### src/rtl/multicycle_ctrl_if.sv
// Control bundle between the multicycle controller and its datapath.
// master = controller side, slave = datapath side.
interface multicycle_ctrl_if;
    logic [31:0] instr;
    logic        zero;
    logic        mem_rdy;
    logic        pc_we;
    logic        ir_we;
    logic        npc_sel;
    logic [2:0]  ALUctrl;
    logic        alu_src_b;
    logic        ext_sign;
    logic        reg_we;
    logic        reg_dst;
    logic        mem_to_reg;
    logic        mem_we;
    logic        mem_re;
    logic        illegal_op;
    logic [2:0]  state;

    modport master (
        input  instr, zero, mem_rdy,
        output pc_we, ir_we, npc_sel, ALUctrl, alu_src_b, ext_sign,
               reg_we, reg_dst, mem_to_reg, mem_we, mem_re, illegal_op, state
    );

    modport slave (
        output instr, zero, mem_rdy,
        input  pc_we, ir_we, npc_sel, ALUctrl, alu_src_b, ext_sign,
               reg_we, reg_dst, mem_to_reg, mem_we, mem_re, illegal_op, state
    );
endinterface

### src/rtl/multicycle_ctrl.sv
// Multicycle CPU controller: IF/ID/EXE/MEM/WB sequencer for ADD, SUB, ORI, LW, SW, BEQ.
// Outputs are decoded combinationally from the state and the latched instruction class.
module multicycle_ctrl #(
    parameter bit MEM_WAIT_EN = 1'b1
) (
    input logic              clk,
    input logic              rst,
    multicycle_ctrl_if.master bus
);

    typedef enum logic [2:0] {
        StIf  = 3'd0,
        StId  = 3'd1,
        StExe = 3'd2,
        StMem = 3'd3,
        StWb  = 3'd4
    } state_e;

    typedef enum logic [2:0] {
        OpAdd = 3'd0,
        OpSub = 3'd1,
        OpOri = 3'd2,
        OpLw  = 3'd3,
        OpSw  = 3'd4,
        OpBeq = 3'd5,
        OpIll = 3'd6
    } op_e;

    state_e state_q, state_d;
    op_e    op_q, op_d;
    op_e    dec_op;

    logic [5:0] opcode;
    logic [5:0] funct;
    logic       unused_instr;

    assign opcode       = bus.instr[31:26];
    assign funct        = bus.instr[5:0];
    assign unused_instr = ^bus.instr[25:6];

    // Instruction decode; only consumed while in ID.
    always_comb begin
        dec_op = OpIll;
        case (opcode)
            6'b000000: begin
                if (funct == 6'b100000) begin
                    dec_op = OpAdd;
                end else if (funct == 6'b100010) begin
                    dec_op = OpSub;
                end
            end
            6'b001101: dec_op = OpOri;
            6'b100011: dec_op = OpLw;
            6'b101011: dec_op = OpSw;
            6'b000100: dec_op = OpBeq;
            default:   dec_op = OpIll;
        endcase
    end

    // Next-state logic; the op class is captured only on the edge leaving ID.
    always_comb begin
        state_d = StIf;
        op_d    = op_q;
        case (state_q)
            StIf: state_d = StId;
            StId: begin
                op_d    = dec_op;
                state_d = (dec_op == OpIll) ? StIf : StExe;
            end
            StExe: begin
                case (op_q)
                    OpLw, OpSw:         state_d = StMem;
                    OpAdd, OpSub, OpOri: state_d = StWb;
                    default:            state_d = StIf;
                endcase
            end
            StMem: begin
                if (MEM_WAIT_EN && !bus.mem_rdy) begin
                    state_d = StMem;
                end else begin
                    state_d = (op_q == OpLw) ? StWb : StIf;
                end
            end
            StWb:    state_d = StIf;
            default: state_d = StIf;
        endcase
    end

    // State and op-class registers; reset abandons any instruction in flight.
    always_ff @(posedge clk or posedge rst) begin
        if (rst) begin
            state_q <= StIf;
            op_q    <= OpIll;
        end else begin
            state_q <= state_d;
            op_q    <= op_d;
        end
    end

    // Control outputs; strobes are held low for the whole time rst is high.
    always_comb begin
        bus.pc_we      = 1'b0;
        bus.ir_we      = 1'b0;
        bus.npc_sel    = 1'b0;
        bus.ALUctrl    = 3'b000;
        bus.alu_src_b  = 1'b0;
        bus.ext_sign   = 1'b0;
        bus.reg_we     = 1'b0;
        bus.reg_dst    = 1'b0;
        bus.mem_to_reg = 1'b0;
        bus.mem_we     = 1'b0;
        bus.mem_re     = 1'b0;
        bus.illegal_op = 1'b0;
        case (state_q)
            StIf: begin
                bus.pc_we = 1'b1;
                bus.ir_we = 1'b1;
            end
            StId: bus.illegal_op = (dec_op == OpIll);
            StExe: begin
                case (op_q)
                    OpAdd: bus.ALUctrl = 3'b001;
                    OpSub: bus.ALUctrl = 3'b011;
                    OpOri: begin
                        bus.ALUctrl   = 3'b010;
                        bus.alu_src_b = 1'b1;
                    end
                    OpLw: begin
                        bus.ALUctrl   = 3'b110;
                        bus.alu_src_b = 1'b1;
                        bus.ext_sign  = 1'b1;
                    end
                    OpSw: begin
                        bus.ALUctrl   = 3'b111;
                        bus.alu_src_b = 1'b1;
                        bus.ext_sign  = 1'b1;
                    end
                    OpBeq: begin
                        bus.ALUctrl  = 3'b101;
                        bus.ext_sign = 1'b1;
                        bus.pc_we    = bus.zero;
                        bus.npc_sel  = bus.zero;
                    end
                    default: ;
                endcase
            end
            StMem: begin
                bus.mem_re = (op_q == OpLw);
                bus.mem_we = (op_q == OpSw);
            end
            StWb: begin
                bus.reg_we     = 1'b1;
                bus.reg_dst    = (op_q == OpAdd) || (op_q == OpSub);
                bus.mem_to_reg = (op_q == OpLw);
            end
            default: ;
        endcase
        if (rst) begin
            bus.pc_we      = 1'b0;
            bus.ir_we      = 1'b0;
            bus.reg_we     = 1'b0;
            bus.mem_we     = 1'b0;
            bus.mem_re     = 1'b0;
            bus.illegal_op = 1'b0;
        end
    end

    assign bus.state = state_q;

endmodule
### src/flat_wrapper.sv
// flat-port wrapper written by rule: the top's interface ports become plain ports
module multicycle_ctrl_flat 
#(
    parameter bit MEM_WAIT_EN = 1'b1
)
  (clk, rst, bus_instr, bus_zero, bus_mem_rdy, bus_pc_we, bus_ir_we, bus_npc_sel, bus_ALUctrl, bus_alu_src_b, bus_ext_sign, bus_reg_we, bus_reg_dst, bus_mem_to_reg, bus_mem_we, bus_mem_re, bus_illegal_op, bus_state);
  multicycle_ctrl_if bus_i ();
  input logic clk;
  input logic rst;
  input wire logic [$bits(bus_i.instr)-1:0] bus_instr;
  input wire logic [$bits(bus_i.zero)-1:0] bus_zero;
  input wire logic [$bits(bus_i.mem_rdy)-1:0] bus_mem_rdy;
  output wire logic [$bits(bus_i.pc_we)-1:0] bus_pc_we;
  output wire logic [$bits(bus_i.ir_we)-1:0] bus_ir_we;
  output wire logic [$bits(bus_i.npc_sel)-1:0] bus_npc_sel;
  output wire logic [$bits(bus_i.ALUctrl)-1:0] bus_ALUctrl;
  output wire logic [$bits(bus_i.alu_src_b)-1:0] bus_alu_src_b;
  output wire logic [$bits(bus_i.ext_sign)-1:0] bus_ext_sign;
  output wire logic [$bits(bus_i.reg_we)-1:0] bus_reg_we;
  output wire logic [$bits(bus_i.reg_dst)-1:0] bus_reg_dst;
  output wire logic [$bits(bus_i.mem_to_reg)-1:0] bus_mem_to_reg;
  output wire logic [$bits(bus_i.mem_we)-1:0] bus_mem_we;
  output wire logic [$bits(bus_i.mem_re)-1:0] bus_mem_re;
  output wire logic [$bits(bus_i.illegal_op)-1:0] bus_illegal_op;
  output wire logic [$bits(bus_i.state)-1:0] bus_state;
  assign bus_i.instr = bus_instr;
  assign bus_i.zero = bus_zero;
  assign bus_i.mem_rdy = bus_mem_rdy;
  assign bus_pc_we = bus_i.pc_we;
  assign bus_ir_we = bus_i.ir_we;
  assign bus_npc_sel = bus_i.npc_sel;
  assign bus_ALUctrl = bus_i.ALUctrl;
  assign bus_alu_src_b = bus_i.alu_src_b;
  assign bus_ext_sign = bus_i.ext_sign;
  assign bus_reg_we = bus_i.reg_we;
  assign bus_reg_dst = bus_i.reg_dst;
  assign bus_mem_to_reg = bus_i.mem_to_reg;
  assign bus_mem_we = bus_i.mem_we;
  assign bus_mem_re = bus_i.mem_re;
  assign bus_illegal_op = bus_i.illegal_op;
  assign bus_state = bus_i.state;
  multicycle_ctrl #(.MEM_WAIT_EN(MEM_WAIT_EN)) u_core (.clk(clk), .rst(rst), .bus(bus_i));
endmodule
### config.mk
export PLATFORM = sky130hd
export DESIGN_NAME = multicycle_ctrl_flat
export DESIGN_NICKNAME = d
export VERILOG_FILES = /design/src/rtl/multicycle_ctrl_if.sv /design/src/rtl/multicycle_ctrl.sv /design/src/flat_wrapper.sv
export SDC_FILE = /design/constraint.sdc
export NUM_CORES = 1
export LEC_CHECK = 0
export ABC_AREA = 1
export CAP_MARGIN = 5
export CORE_UTILIZATION = 30
export CTS_CLUSTER_SIZE = 24
export DETAILED_ROUTE_END_ITERATION = 8
export PLACE_DENSITY = 0.87
export SLEW_MARGIN = 20
export SYNTH_ARGS = -nofsm -noshare
export SYNTH_HDL_FRONTEND = slang
export SYNTH_SLANG_ARGS = --single-unit
### constraint.sdc
create_clock -name clk -period 1.3 [get_ports clk]
set_input_delay 0.195 -clock clk [delete_from_list [all_inputs] [get_ports clk]]
set_output_delay 0.195 -clock clk [all_outputs]
set_load 0.005 [all_outputs]
# ---- Word level (Yosys, flattened, before mapping)
# Cells that the tools add are included.
dict set report word_totals {
  ramBits 0
  input_bits 36
  latchBits 0
  elab_cells 56
  register_bits 6
  out_inout_bits 17
  rom_bits 0
  memories 0
}
dict set report classes {
  shift 0
  bitwise 0
  magnitude_cmp 0
  eq_ne 16
  n_addsub 0
  reduce_logical 8
  n_mux 30
  div_mod_pow 0
  mul 0
}
# cell n
set op_table {}
lappend op_table {{equality test 6 bit, second input constant} 4}
lappend op_table {{two-way mux 1 bit} 19}
lappend op_table {{case mux 3 bit (6 select lines)} 1}
lappend op_table {{two-way mux 3 bit} 5}
lappend op_table {{case mux 3 bit (5 select lines)} 1}
lappend op_table {{equality test 3 x 2 -> 1 bit, second input constant} 4}
lappend op_table {{equality test 3 bit, second input constant} 4}
lappend op_table {{case mux 3 bit (4 select lines)} 1}
lappend op_table {{OR reduction 3 bit} 3}
lappend op_table {{equality test 3 x 1 -> 1 bit, second input constant} 2}
lappend op_table {{equality test 6 x 3 -> 1 bit, second input constant} 1}
lappend op_table {{equality test 6 x 4 -> 1 bit, second input constant} 1}
lappend op_table {{logical NOT 3 bit} 2}
lappend op_table {{logical NOT 6 bit} 1}
lappend op_table {{case mux 3 bit (2 select lines)} 1}
lappend op_table {{two-way mux 2 bit} 1}
lappend op_table {{case mux 1 bit (2 select lines)} 1}
lappend op_table {{OR reduction 2 bit} 1}
lappend op_table {{logical OR 1 bit} 1}

# ---- Depth between registers and ports, before layout
dict set report depth {
  depth_word 7
  mapped_depth 9
  depth_no_buf 9
}

# ---- Least setup slack after synthesis
# No wires, ideal clock.
dict set report synth_timing {
  path_type {flip-flop to output port}
  startpoint {register u_core.op_q[1]}
  endpoint {output bus_mem_re}
  required_time_ps 1105
  setup_slack_ps 27
  t_arrival_ps 1078
  stages_incl_launch_ff 5
  path_buffers 0
  cell_sequence {dfstp_2 -> inv_1 -> nor3_1 -> inv_1 -> nor3_1}
}
dict set report synth_via {
  elab_chain_len 3
}
# element line
set synth_rtl {}
lappend synth_rtl {{start: declaration} multicycle_ctrl.sv:30} ;# op_e op_q, op_d;
lappend synth_rtl {{start signal: assignment} multicycle_ctrl.sv:93} ;# op_q <= OpIll;
lappend synth_rtl {{start signal: assignment} multicycle_ctrl.sv:96} ;# op_q <= op_d;
lappend synth_rtl {{equality test 3 x 2 -> 1 bit} multicycle_ctrl.sv:148} ;# bus.mem_re = (op_q == OpLw);
lappend synth_rtl {{two-way mux 1 bit} multicycle_ctrl.sv:114} ;# case (state_q)
lappend synth_rtl {{two-way mux 1 bit} multicycle_ctrl.sv:158} ;# if (rst) begin
lappend synth_rtl {{end: declaration} flat_wrapper.sv:23} ;# output wire logic [$bits(bus_i.mem_re)-1:0] bus_mem_re;
# Every way passes these cells.

# ---- Final worst setup path
dict set report layout_timing {
  startpoint {register u_core.state_q[2], in the netlist u_core.bus.state[2]}
  endpoint {output bus_illegal_op}
}
dict set report layout_via {
  elab_chain_len 3
}
# element line
set layout_rtl {}
lappend layout_rtl {{start: declaration} multicycle_ctrl.sv:29} ;# state_e state_q, state_d;
lappend layout_rtl {{start signal: assignment} multicycle_ctrl.sv:92} ;# state_q <= StIf;
lappend layout_rtl {{start signal: assignment} multicycle_ctrl.sv:95} ;# state_q <= state_d;
lappend layout_rtl {{equality test 3 x 1 -> 1 bit} multicycle_ctrl.sv:114}
lappend layout_rtl {{two-way mux 1 bit} multicycle_ctrl.sv:114}
lappend layout_rtl {{two-way mux 1 bit} multicycle_ctrl.sv:158}
lappend layout_rtl {{end: declaration} flat_wrapper.sv:24} ;# output wire logic [$bits(bus_i.illegal_op)-1:0] bus_illegal_op;
# Every way passes these cells.

==> metrics.txt <==
outcome=complete, but fails checks; failing checks=negative setup slack; Yosys reg bits=6; largest net degree at the start of global routing=8; n_diodes=0; DRT Wirelength=3190 um; TritonCTS buffer count=3; RSZ-0062 raised after global routing=true; clock skew=0.00393 ns; first-pass GRT wire length=4010 um; Worst VDD drop=0.820 mV; Final HPWL DP=1620 um; gpl congestion=0.852; CTS Buffer Depth=2; final core occ=0.846; Final Cell Area=0.00151 mm^2; vias in the first global route=931; die area=0.00213 mm^2; RR Endpoint=u_core.bus.state[1]; DRT Pass-1 Iters=4; Req. time, crit path=1.11 ns; Max transition margin=0.829; part of the cycle the worst path needs=1.30; Avg Inst Size Synth=6.15 um^2; leak pwr=0.784 nW; Reg clk slew, reported paths=0.05 ns; Final ANT Viol Nets=0; R2R depth=9; Initial DRC Count=29; share of cells above drive strength 1=0.710; Post-Synthesis Cells=95; CP Launch Point=u_core.bus.state[2]; CP Max Fanout=4; Post-Syn Area=584 um^2; Synth cell types=19; GR Util All Layers=0.270; initial antenna violation count=0; HP Class=in2async; row count=15; Die Y=46.1 um; H-tree levels=1; via/cell ratio=5.16; crit-path cells=buf_4 > buf_6 > nor3_4 > nand2_1 > nor2_1 > buf_2; CP peak stage delay=0.44 ns; CP Launch Type=flip-flop; synth top area cells=dfrtp_1 (17%), nand2_1 (11%), inv_1 (10%), dfstp_2 (9.0%), nor2_1 (9.0%); final hold vios=0; post-layout net count=213; crit path capture type=output port; clock sink count=6; sequential share of power=0.182; Vias=1038; Root Buffer=clkbuf_4; Yosys warning count=0; Clk network pwr share=0.093; reported max-cap violation count=0; post-synthesis sequential area ratio=0.261; flop-to-flop setup slack=-0.32 ns; grt total ovfl=0; number of hold buffers added after CTS=0; pwr dens=1340 mW/mm^2; core area=0.00178 mm^2; area post-placement=0.00112 mm^2; Max stage delay cell, worst path=dfrtp_2; CTS tree=yes; Synth area leader=dfrtp_1; most common cell after layout, fill and taps aside=buf_4; Initial Util=0.328; syn_nets=131; Port Buf Inserts=32; Slew @ Worst Pin=0.257 ns; I/O pin count=53; Die W=46.1 um; Setup WS post-layout=-0.385 ns; max-slew violation count=0; worst skew pair latency=0.25 ns; Sw Ratio=0.440; P_int=1.14 mW; Peak Freq=594 MHz; top-area cell type share of the netlist area=0.171; most frequent cells in the layout=buf_4 (28), buf_6 (19), nand2_1 (14), buf_2 (14), inv_1 (8); Tmin final=1.68 ns; DRC=0; routed length per placed instance=15.9 um; Syn-to-layout area delta=158%; # setup viols final=16; Arr. time, crit path=1.49 ns; combinational share of power=0.725; type of the worst setup path=reg2out; sw power=0.892 mW; reg2reg start=u_core.bus.state[2]
[worst max-delay path: cells and delay by family, from the launching register on]
kind | cells | cell delay [ns]
and+or+nand+nor | 3 | 0.40
buffers and inverters | 3 | 0.39
DFF | 1 | 0.44
[per-stage QoR]
stage / hold WS, ns / setup slack (ns) / power [mW] / TNS [ns] / instances
finish: 0.466 / -0.385 / 2.03 / -4.70 / 201
global route: 0.467 / -0.457 / 2.13 / -5.65 / 201
CTS: 0.386 / -0.298 / 1.77 / -3.26 / 197
detailed placement: 0.624 / -0.821 / 1.21 / -7.17 / 176
global placement: 0.609 / -0.756 / 1.17 / -6.11 / 176
floorplan: 0.00122 / 0.0272 / 0.683 / 0 / 95
[worst max-delay path by stage]
stage | to | slack, ns | depth (start not counted)
floorplan | bus_mem_re | 0.03 | 4
global placement | bus_illegal_op | -0.76 | 9
detailed placement | bus_illegal_op | -0.82 | 9
CTS | bus_ALUctrl[2] | -0.30 | 6
global route | bus_illegal_op | -0.46 | 6
finish | bus_illegal_op | -0.38 | 6
[sequential cells by signal, indices dropped and copies added (netlist names)]
name              cells
u_core.op_q           3
u_core.bus.state      3
[cell usage after synthesis (all sizes together)]
cell type  count
nor2          19
inv           18
nand2         18
nand3         11
o21ai          8
a21oi          6
nor3           6
dfrtp          4
dfstp          2
nand3b         1
o22ai          1
or2            1
[power groups by stage]
stage | clock, mW | combinational, mW | sequential (mW)
6_report | 0.190 | 1.47 | 0.368
4_1_cts | 0.189 | 1.22 | 0.363
2_1_floorplan | 0 | 0.324 | 0.359
3_5_place_dp | 0 | 0.866 | 0.340
3_3_place_gp | 0 | 0.837 | 0.333
5_1_grt | 0.207 | 1.55 | 0.375
[cells by family (layout without fill, tap and decap cells)]
kind of cell           Yosys count  after routing  synth area share
and+or+nand+nor                 56             56             0.480
buffers and inverters           18             99             0.116
AOI/OAI and AO/OA               15             15             0.143
DFF                              6              6             0.261
[what timing repair did]
item                       CTS  global route
pin swaps                   22            22
setup endpoints to repair   20            22
buffers inserted            17             8
resized for setup          118            55
[final cells by class]
class,count,area (um^2)
repair buffers,77,633
flip-flops and latches,6,155
fillers,79,274
well taps,25,31.3
inverters,18,77.6
clock buffers,4,26.3
multi-input cells,71,586
[per-layer routing]
metal	up-vias	global-route usage	wire (um)
met2	66	0.566	1670
met5	-	0	0
met3	23	0.0235	216
met4	0	0.112	184
met1	478	0.255	1110
li1	471	-	-
No activity file was read; power rests on OpenSTA's default activity.
